## src/rtl/ym2413_pkg.sv

```systemverilog
// Shared constants and types for the YM2413 write scheduler: bus decode
// addresses, default inter-write gaps, FIFO entry layout and FSM states.
package ym2413_pkg;

    localparam logic [14:0] ADDR_SEL     = 15'h1010;  // CPU $9010: register select
    localparam logic [14:0] ADDR_DAT     = 15'h1030;  // CPU $9030: register data
    localparam int          DEF_ADDR_GAP = 12;
    localparam int          DEF_DATA_GAP = 84;
    localparam int          ENTRY_W      = 9;

    typedef enum logic {
        ENTRY_ADDR = 1'b0,
        ENTRY_DATA = 1'b1
    } entry_type_e;

    typedef struct packed {
        entry_type_e typ;
        logic [7:0]  data;
    } fifo_entry_t;

    typedef enum logic [1:0] {
        ST_IDLE  = 2'd0,
        ST_ISSUE = 2'd1,
        ST_WAIT  = 2'd2
    } sched_state_e;

endpackage

```

## src/rtl/ym2413_wr_fifo.sv

```systemverilog
// Ring-buffer FIFO holding captured CPU writes until the scheduler issues them.
// A push into a full FIFO is accepted when a pop happens on the same edge.
module ym2413_wr_fifo #(
    parameter int DEPTH = 8,
    parameter int WIDTH = 9
) (
    input  logic                   clk,
    input  logic                   reset,
    input  logic                   push,
    input  logic [WIDTH-1:0]       push_data,
    input  logic                   pop,
    output logic [WIDTH-1:0]       head_data,
    output logic [$clog2(DEPTH):0] level,
    output logic                   full,
    output logic                   empty,
    output logic                   push_ok
);
    localparam int PTR_W = $clog2(DEPTH);
    localparam int LVL_W = PTR_W + 1;

    logic [WIDTH-1:0] mem [DEPTH];
    logic [PTR_W-1:0] wr_ptr_reg;
    logic [PTR_W-1:0] rd_ptr_reg;
    logic [LVL_W-1:0] level_reg;
    logic             pop_ok;

    assign full      = (level_reg == LVL_W'(DEPTH));
    assign empty     = (level_reg == '0);
    assign pop_ok    = pop & ~empty;
    assign push_ok   = push & (~full | pop_ok);
    assign head_data = mem[rd_ptr_reg];
    assign level     = level_reg;

    // Storage: only written on accepted pushes, contents need no reset
    always_ff @(posedge clk) begin
        if (push_ok) begin
            mem[wr_ptr_reg] <= push_data;
        end
    end

    // Pointers wrap naturally since DEPTH is a power of two; level tracks occupancy
    always_ff @(posedge clk or posedge reset) begin
        if (reset) begin
            wr_ptr_reg <= '0;
            rd_ptr_reg <= '0;
            level_reg  <= '0;
        end else begin
            if (push_ok) begin
                wr_ptr_reg <= wr_ptr_reg + PTR_W'(1);
            end
            if (pop_ok) begin
                rd_ptr_reg <= rd_ptr_reg + PTR_W'(1);
            end
            case ({push_ok, pop_ok})
                2'b10:   level_reg <= level_reg + LVL_W'(1);
                2'b01:   level_reg <= level_reg - LVL_W'(1);
                default: level_reg <= level_reg;
            endcase
        end
    end

endmodule

```

## src/rtl/ym2413_write_sched.sv

```systemverilog
// Captures CPU writes to $9010/$9030, queues them, and replays them to the
// YM2413 register file with the minimum spacing the chip needs after an
// address write (ADDR_GAP) or a data write (DATA_GAP).
module ym2413_write_sched
    import ym2413_pkg::*;
#(
    parameter int FIFO_DEPTH = 8,
    parameter int ADDR_GAP   = DEF_ADDR_GAP,
    parameter int DATA_GAP   = DEF_DATA_GAP
) (
    input  logic                        clk,
    input  logic                        reset,
    input  logic [7:0]                  cpu_d,
    input  logic [14:0]                 cpu_a,
    input  logic                        cpu_ce_n,
    input  logic                        cpu_rw,
    output logic [7:0]                  reg_d,
    output logic                        sel_reg,
    output logic                        sel_dat,
    output logic [$clog2(FIFO_DEPTH):0] fifo_level,
    output logic                        fifo_full,
    output logic                        busy,
    output logic                        overflow
);
    localparam int MAX_GAP = (ADDR_GAP > DATA_GAP) ? ADDR_GAP : DATA_GAP;
    localparam int CNT_W   = $clog2(MAX_GAP + 1);

    logic               wr_sel;
    logic               wr_dat;
    logic               wr_sel_hist_reg;
    logic               wr_dat_hist_reg;
    logic               cap_sel;
    logic               cap_dat;
    logic               push;
    logic               push_ok;
    logic               pop;
    logic               fifo_empty;
    logic [ENTRY_W-1:0] head_data;
    fifo_entry_t        push_entry;
    fifo_entry_t        head_entry;
    fifo_entry_t        issue_entry_reg;
    sched_state_e       state_reg;
    sched_state_e       state_next;
    logic [CNT_W-1:0]   cnt_reg;
    logic [CNT_W-1:0]   cnt_next;
    logic               strobe_addr_reg;
    logic               strobe_data_reg;
    logic [7:0]         reg_d_reg;
    logic               overflow_reg;

    // Bus decode; a held strobe captures only on its first sampled edge
    assign wr_sel  = ~cpu_ce_n & ~cpu_rw & (cpu_a == ADDR_SEL);
    assign wr_dat  = ~cpu_ce_n & ~cpu_rw & (cpu_a == ADDR_DAT);
    assign cap_sel = wr_sel & ~wr_sel_hist_reg;
    assign cap_dat = wr_dat & ~wr_dat_hist_reg;
    assign push    = cap_sel | cap_dat;

    // Build the entry to queue: type bit plus the data sampled on the capture edge
    always_comb begin
        push_entry      = '0;
        push_entry.typ  = cap_dat ? ENTRY_DATA : ENTRY_ADDR;
        push_entry.data = cpu_d;
    end

    assign head_entry = fifo_entry_t'(head_data);

    ym2413_wr_fifo #(
        .DEPTH (FIFO_DEPTH),
        .WIDTH (ENTRY_W)
    ) u_fifo (
        .clk       (clk),
        .reset     (reset),
        .push      (push),
        .push_data (push_entry),
        .pop       (pop),
        .head_data (head_data),
        .level     (fifo_level),
        .full      (fifo_full),
        .empty     (fifo_empty),
        .push_ok   (push_ok)
    );

    // Strobe history for edge detection
    always_ff @(posedge clk or posedge reset) begin
        if (reset) begin
            wr_sel_hist_reg <= 1'b0;
            wr_dat_hist_reg <= 1'b0;
        end else begin
            wr_sel_hist_reg <= wr_sel;
            wr_dat_hist_reg <= wr_dat;
        end
    end

    // Sticky drop flag: set whenever a capture finds no room
    always_ff @(posedge clk or posedge reset) begin
        if (reset) begin
            overflow_reg <= 1'b0;
        end else if (push & ~push_ok) begin
            overflow_reg <= 1'b1;
        end
    end

    // Scheduler next-state: pop in IDLE, one ISSUE cycle, then count out the gap.
    // The gap counter covers the cycles between ISSUE and the following IDLE,
    // so ISSUE-to-ISSUE spacing equals the gap when the FIFO stays non-empty.
    always_comb begin
        state_next = state_reg;
        cnt_next   = cnt_reg;
        pop        = 1'b0;
        case (state_reg)
            ST_IDLE: begin
                if (!fifo_empty) begin
                    pop        = 1'b1;
                    state_next = ST_ISSUE;
                end
            end
            ST_ISSUE: begin
                state_next = ST_WAIT;
                cnt_next   = (issue_entry_reg.typ == ENTRY_DATA) ? CNT_W'(DATA_GAP - 2)
                                                                 : CNT_W'(ADDR_GAP - 2);
            end
            ST_WAIT: begin
                if (cnt_reg <= CNT_W'(1)) begin
                    cnt_next   = '0;
                    state_next = ST_IDLE;
                end else begin
                    cnt_next   = cnt_reg - CNT_W'(1);
                end
            end
            default: begin
                state_next = ST_IDLE;
                cnt_next   = '0;
            end
        endcase
    end

    // Scheduler state, gap counter and the entry being issued
    always_ff @(posedge clk or posedge reset) begin
        if (reset) begin
            state_reg       <= ST_IDLE;
            cnt_reg         <= '0;
            issue_entry_reg <= '0;
        end else begin
            state_reg <= state_next;
            cnt_reg   <= cnt_next;
            if (pop) begin
                issue_entry_reg <= head_entry;
            end
        end
    end

    // Registered register-file strobes; reg_d holds its value between issues
    always_ff @(posedge clk or posedge reset) begin
        if (reset) begin
            strobe_addr_reg <= 1'b0;
            strobe_data_reg <= 1'b0;
            reg_d_reg       <= 8'h00;
        end else begin
            strobe_addr_reg <= (state_reg == ST_ISSUE) && (issue_entry_reg.typ == ENTRY_ADDR);
            strobe_data_reg <= (state_reg == ST_ISSUE) && (issue_entry_reg.typ == ENTRY_DATA);
            if (state_reg == ST_ISSUE) begin
                reg_d_reg <= issue_entry_reg.data;
            end
        end
    end

    assign sel_reg  = strobe_addr_reg;
    assign sel_dat  = strobe_data_reg;
    assign reg_d    = reg_d_reg;
    assign busy     = (state_reg != ST_IDLE) | ~fifo_empty;
    assign overflow = overflow_reg;

endmodule

```

## config.mk

```make
export PLATFORM = sky130hd
export DESIGN_NAME = ym2413_write_sched
export DESIGN_NICKNAME = d
export VERILOG_FILES = /design/src/rtl/ym2413_pkg.sv /design/src/rtl/ym2413_wr_fifo.sv /design/src/rtl/ym2413_write_sched.sv
export SDC_FILE = /design/constraint.sdc
export NUM_CORES = 1
export LEC_CHECK = 0
export BUFFER_PORTS_ARGS = -buffer_cell sky130_fd_sc_hd__buf_4
export CAP_MARGIN = 20
export CORE_MARGIN = 8
export CORE_UTILIZATION = 40
export DETAILED_ROUTE_END_ITERATION = 8
export SLEW_MARGIN = 10
export SYNTH_ARGS = -nofsm -noshare
export SYNTH_HDL_FRONTEND = slang
export SYNTH_SLANG_ARGS = --single-unit
```

## constraint.sdc

```tcl
create_clock -name clk -period 3.3 [get_ports clk]
set_input_delay 0.66 -clock clk [delete_from_list [all_inputs] [get_ports clk]]
set_output_delay 0.66 -clock clk [all_outputs]
set_load 0.02 [all_outputs]
```

==> impl_results.md, run 1 <==
- Setup_tns: 0 ns
- Synth cell types: 42
- Routed length per placed instance: 17.4 um
- Area delta synth->final: 23.6%
- H-tree levels: 4
- Final WS setup: 0.438 ns
- Mapped Avg Cell Area: 15.9 sq um
- Mapped Area: 4730 sq um
- CP required: 3.63 ns
- Slew @ Worst Pin: 1.02 ns
- Antenna cells: 0
- Max FFs per register: 72
- Crit end category: flip-flop
- Layout cells sized above 1: 0.319
- Vias/cell: 5.11
- Synthesized instance count: 297
- # DRC: 0
- Syn. warnings: 0
- Most used cell along the critical path: a21oi_1
- Die Y: 125 um
- Port Buffers: 43
- Gr usage total: 0.124
- Synth top cells by count: 72 x edfxtp_1, 41 x dfrtp_1, 27 x nand2_1
- Critical path's largest stage delay: 0.98 ns
- Crit start category: flip-flop
- Critical Path Source: u_fifo.level[1]$_DFFE_PP0P_
- R2R Path Start: u_fifo.level[1]$_DFFE_PP0P_
- Post-synth top area share: 0.457
- # setup viols final: 0
- Vias in the first global route: 2765
- CTS sink cnt: 113
- Total wire length: 8970 um
- Hold Path Class: input pin to async pin
- Fin crit period: 2.86 ns
- Slew margin rel.: 0.316
- RSZ-0062 raised after global routing: false
- Leading cell type by number of instances after synthesis: edfxtp_1
- Antenna violations before repair: 0
- Skew final: 0.00975 ns
- Critical path's top delay family: compound AO/OA/AOI/OAI gates
- Critical-path cell list: o41ai_4, a21oi_1, ha_1, a21o_1, a21oi_1, mux2i_1, xnor2_1
- Max Buffers Root-to-Sink: 2
- Final ANT Viol Nets: 0
- Pre-CTS setup slack: 0.446 ns
- Number of flops mapped to enable cells by yosys: 72
- IO Pins: 44
- Post-Syn Nets: 336
- Initial core utilization: 0.413
- Power, Total: 5.32 mW
- Synth area leader: edfxtp_1
- Max-cap viol count: 0
- Final Slew Violations: 0
- Clock latency at the later pin of the worst-skew pair: 0.41 ns
- Crit-path slowest cell: o41ai_4
- Grt ovf: 0
- Post-CTS Setup Bufs: 0
- Power Density: 909 nW/um^2
- Root Driver: clkbuf_16
- GPL Wtd Cong: 0.815
- Die area: 15600 sq um
- Inserted Clock Buffers: 17
- Area contributors post-synth: edfxtp_1 46%, dfrtp_1 22%, mux4_2 8.6%
- First-pass GRT wire length: 14900 um
- Post-route clock period utilization: 0.867
- Final hold viol count: 0
- Fmax: 0.349 GHz
- Setup CP Type: flip-flop to flip-flop
- FILL cells: 948
- Die width: 125 um
- WP buf/inv: 0
- LEAKAGE: 2.29 nW
- Core area: 11500 sq um
- Nets: 399
- FP Rows: 39
- Synth async-reset ratio: 0.363
- Largest net degree at the start of global routing: 27
- TritonRoute pass-1 iters: 4
- Hold buffers post-CTS: 0
- CTS tree: done
- Arrival time of data at the critical path endpoint: 3.19 ns
- Critical-path maximum fanout: 22
- Detail Placement HPWL: 5870 um
- PostCTS Resize Cnt: 0
- Post-synth top flop: edfxtp_1
- Vias: 2639
- Synthesis-stage register bit count: 113
- Clk slew on worst S/H paths: 0.05 ns
- Peak VDD IR: 0.644 mV
- DR iter-0 viols: 177
- Outcome: finished clean
- Sequential fraction of the synthesis area: 0.674
-- metrics by stage --
step,hold slack (ns),util,cells,cell area [sq um]
global route,0.274,0.510,516,5850
detailed placement,0.474,0.460,484,5270
finish,0.249,0.510,516,5850
floorplan,0.429,-,297,4730
CTS,0.248,0.510,516,5850
global placement,0.460,0.460,484,5270
-- worst reg2reg max path, stage by stage (launching register included) --
cell and delay [ns]:
dfrtp_1 0.46, o41ai_4 0.98, a21oi_1 0.28, ha_1 0.36, a21o_1 0.18, a21oi_1 0.16
mux2i_1 0.24, xnor2_1 0.14
-- cell type report --
type | instances | area (sq um) | share of cell area
clock buffer | 20 | 437 | 0.0747
sequential | 113 | 3190 | 0.545
clock inverter | 12 | 141 | 0.0242
tap | 143 | 179 | 0.0306
inverter | 11 | 41.3 | 0.00706
multi-input combinational | 163 | 1460 | 0.249
timing repair buffer | 54 | 405 | 0.0693
-- worst paths after layout --
kind	to	slack, ns	depth (start not counted)
setup / recovery	u_fifo.level[3]$_DFFE_PP0P_	0.44	7
hold / removal	overflow$_DFFE_PP0P_	0.25	2
setup reg to reg	u_fifo.level[3]$_DFFE_PP0P_	0.44	7
hold reg to reg	sel_reg$_DFF_PP0_	0.48	1
max in group asynchronous	cnt_reg[1]$_DFFE_PP0P_	2.36	3
min in group clk	wr_sel_hist_reg$_DFF_PP0_	0.43	2
-- placed cells by master, fill, tap and decap left out, types with 11 or more instances in the layout --
| master | n |
|---|---|
| o21ai_0 | 18 |
| edfxtp_1 | 72 |
| mux2_2 | 11 |
| nand2_1 | 27 |
| ha_1 | 11 |
| mux2i_1 | 12 |
| buf_4 | 54 |
| clkbuf_16 | 17 |
| mux4_2 | 18 |
| dfrtp_1 | 41 |
-- report_power, final --
group / switching [mW] / leakage (nW) / internal, mW / total (mW)
logic: 0.762 / 0.851 / 0.782 / 1.54
clock network: 0.613 / 0.279 / 1.17 / 1.79
registers: 0.270 / 1.17 / 1.72 / 1.99
total: 1.64 / 2.29 / 3.67 / 5.32
-- layer usage --
metal  global-route usage  vias up  part of all wire
met5                    0        -                 0
met4               0.0532        0            0.0097
met3               0.0447        8             0.044
met2                0.201       58              0.51
met1                0.145     1318              0.44
li1                     -     1255                 -
-- logic make-up after synthesis --
group | Yosys count | share of synthesized area
compound gates | 33 | 0.0466
fa+ha+maj | 12 | 0.0333
buf+inv | 21 | 0.0180
mux | 42 | 0.140
flops | 113 | 0.674
simple gates | 69 | 0.0748
xor+xnor | 7 | 0.0130
Power figures use the tool's default switching activity.
==> run 2: changes to the inputs <==
CORE_ASPECT_RATIO = 1.4   (was unset)
==> run 2 against run 1 <==
  * Sequential power barely moved
  * Sequential cell count did not move
  * Combinational power barely moved
  * Utilization fell by 1.1 points
  * Cell area barely moved
  * Clock power fell by 3%
  * Largest cell class unchanged
  * Clock skew fell by 0.0024 ns
  * Register-to-register slack improved by 0.15 ns
  * Largest power group unchanged
  * Non-clock buffer count did not move
  * Setup slack improved by 0.15 ns
  * Critical path type unchanged
  * Die area rose by 0.32%
==> impl_results.md, run 2 (synthesis results as in run 1) <==
- Outcome: finished clean (unchanged)
- PostCTS Resize Cnt: 0 (unchanged)
- Root Driver: clkbuf_16 (unchanged)
- Setup CP Type: flip-flop to flip-flop (unchanged)
- Crit end category: flip-flop (unchanged)
- Peak VDD IR: 0.370 mV (was 0.644 mV)
- Total wire length: 9110 um (was 8970 um)
- # DRC: 0 (unchanged)
- FILL cells: 1002 (was 948)
- Port Buffers: 43 (unchanged)
- Arrival time of data at the critical path endpoint: 3.04 ns (was 3.19 ns)
- Clock latency at the later pin of the worst-skew pair: 0.41 ns (about the same)
- CTS tree: done (unchanged)
- Antenna cells: 0 (unchanged)
- Max FFs per register: 72 (unchanged)
- Smallest hold slack: 0.373 ns (was 0.249 ns)
- Most frequent cells in the layout: 72 x edfxtp_1, 54 x buf_4, 41 x dfrtp_1 (unchanged)
- Critical Path Source: state_reg[0]$_DFFE_PP0P_ (was u_fifo.level[1]$_DFFE_PP0P_)
- Die Y: 145 um (was 125 um)
- Slew @ Worst Pin: 0.954 ns (was 1.02 ns)
- Grt ovf: 0 (unchanged)
- Die width: 108 um (was 125 um)
- Max Buffers Root-to-Sink: 2 (unchanged)
- Max-cap viol count: 0 (unchanged)
- Power Density: 901 nW/um^2 (was 909 nW/um^2)
- IO Pins: 44 (unchanged)
- Commonest non-fill, non-tap cell in the layout: edfxtp_1 (unchanged)
- Final ANT Viol Nets: 0 (unchanged)
- Worst setup path end: u_fifo.level[3]$_DFFE_PP0P_ (unchanged)
- Slew margin rel.: 0.364 (was 0.316)
- Setup_tns: 0 ns (unchanged)
- Antenna violations before repair: 0 (unchanged)
- Post-Layout Cell Count: 520 (was 516)
- H-tree levels: 4 (unchanged)
- Critical-path maximum fanout: 14 (was 22)
- Core area: 11700 sq um (was 11500 sq um)
- LEAKAGE: 2.28 nW (was 2.29 nW)
- Nets: 399 (unchanged)
- Post-CTS Setup Bufs: 0 (unchanged)
- DR iter-0 viols: 108 (was 177)
- WP buf/inv: 1 (was 0)
- Fin crit period: 2.71 ns (was 2.86 ns)
- Die area: 15600 sq um (about the same)
- Crit start category: flip-flop (unchanged)
- Critical path's top delay family: compound AO/OA/AOI/OAI gates (unchanged)
- Placed Area: 5280 sq um (was 5270 sq um)
- Initial core utilization: 0.404 (was 0.413)
- Detail Placement HPWL: 5900 um (was 5870 um)
- Fmax: 0.369 GHz (was 0.349 GHz)
- R2R Path Start: state_reg[0]$_DFFE_PP0P_ (was u_fifo.level[1]$_DFFE_PP0P_)
- Area delta synth->final: 23.6% (about the same)
- Final core area utilization: 0.500 (was 0.510)
- Gr usage total: 0.130 (was 0.124)
- Reg-to-reg endpoint: u_fifo.level[3]$_DFFE_PP0P_ (unchanged)
- Clk slew on worst S/H paths: 0.05 ns (about the same)
- Critical path's largest stage delay: 0.49 ns (was 0.98 ns)
- Hold Path Class: input pin to async pin (unchanged)
- Largest net degree at the start of global routing: 42 (was 27)
- Placed cells: 488 (was 484)
- Post-route clock period utilization: 0.822 (was 0.867)
- CTS sink cnt: 113 (unchanged)
- Critical-path cell list: inv_1, ha_1, o41ai_4, a21oi_1, ha_1, a21o_1, a21oi_1, mux2i_1, xnor2_1 (was o41ai_4, a21oi_1, ha_1, a21o_1, a21oi_1, mux2i_1, xnor2_1)
- CP required: 3.63 ns (about the same)
- Inserted Clock Buffers: 17 (unchanged)
- Crit-path slowest cell: ha_1 (was o41ai_4)
- FP Rows: 47 (was 39)
- First-pass GRT wire length: 15000 um (was 14900 um)
- RSZ-0062 raised after global routing: false (unchanged)
- Layout cells sized above 1: 0.324 (was 0.319)
- Final hold viol count: 0 (unchanged)
- GPL Wtd Cong: 0.788 (was 0.815)
- R2r worst-path depth: 9 (was 7)
- Routed length per placed instance: 17.5 um (was 17.4 um)
- Vias/cell: 5.05 (was 5.11)
- TritonRoute pass-1 iters: 4 (unchanged)
- # setup viols final: 0 (unchanged)
- WP depth: 9 (was 7)
- Worst R2R Setup Slack: 0.59 ns (was 0.44 ns)
- Skew final: 0.00731 ns (was 0.00975 ns)
- Hold buffers post-CTS: 0 (unchanged)
- Post-route cell area: 5850 sq um (about the same)
- Vias: 2626 (was 2639)
- Vias in the first global route: 2779 (was 2765)
- Final Slew Violations: 0 (unchanged)
run 2: changes by cell type in the layout (fill, tap and decap cells not counted):
| cell | before | now |
|---|---|---|
| clkbuf_1 | 3 | 1 |
| inv_6 | 0 | 1 |
| clkinv_2 | 4 | 2 |
| clkinvlp_4 | 2 | 6 |
| bufinv_16 | 3 | 2 |
run 2: where the power goes:
part           leakage [nW]  internal (mW)  switching [mW]
Combinational         0.851          0.785           0.788
Sequential             1.17           1.72           0.243
Clock                 0.259           1.10           0.630
Total                  2.28           3.60            1.66
run 2: metal layers:
layer	wire length, um	track usage	share of wire	vias up
met4	150	0.0638	0.016	0
li1	-	-	-	1252
met5	0	0	0	-
met1	3660	0.143	0.40	1324
met2	5050	0.223	0.55	37
met3	242	0.0381	0.027	13
run 2: worst min-delay path, delay by kind of cell:
family / cells / cell delay (ns)
buffers and inverters: 3 / 0.56
run 2: worst min-delay path by stage:
| stage | startpoint | to | slack, ns | cells after the start |
|---|---|---|---|---|
| after global placement | overflow$_DFFE_PP0P_ | overflow$_DFFE_PP0P_ | 0.46 | 1 |
| after detailed placement | overflow$_DFFE_PP0P_ | overflow$_DFFE_PP0P_ | 0.46 | 1 |
| after floorplan | issue_entry_reg[8]$_DFFE_PP0P_ | sel_reg$_DFF_PP0_ | 0.43 | 1 |
| final | reset | wr_dat_hist_reg$_DFF_PP0_ | 0.37 | 3 |
| after CTS | reset | u_fifo.level[2]$_DFFE_PP0P_ | 0.38 | 3 |
| after global routing | cpu_a[5] | wr_sel_hist_reg$_DFF_PP0_ | 0.42 | 2 |
run 2: per-stage QoR:
step                power [mW]  setup slack, ns
floorplan                 3.11            0.607
global placement          3.54            0.666
detailed placement        3.58            0.585
CTS                       5.34            0.595
global route              5.57            0.403
finish                    5.27            0.587
run 2: area by class of cell:
cell class / instances / area, sq um / share of cell area
Timing Repair Buffer: 54 / 405 / 0.0693
Multi-Input combinational cell: 163 / 1460 / 0.249
Inverter: 11 / 41.3 / 0.00706
Clock buffer: 18 / 429 / 0.0734
Sequential cell: 113 / 3190 / 0.545
Clock inverter: 14 / 140 / 0.0240
Tap cell: 147 / 184 / 0.0315
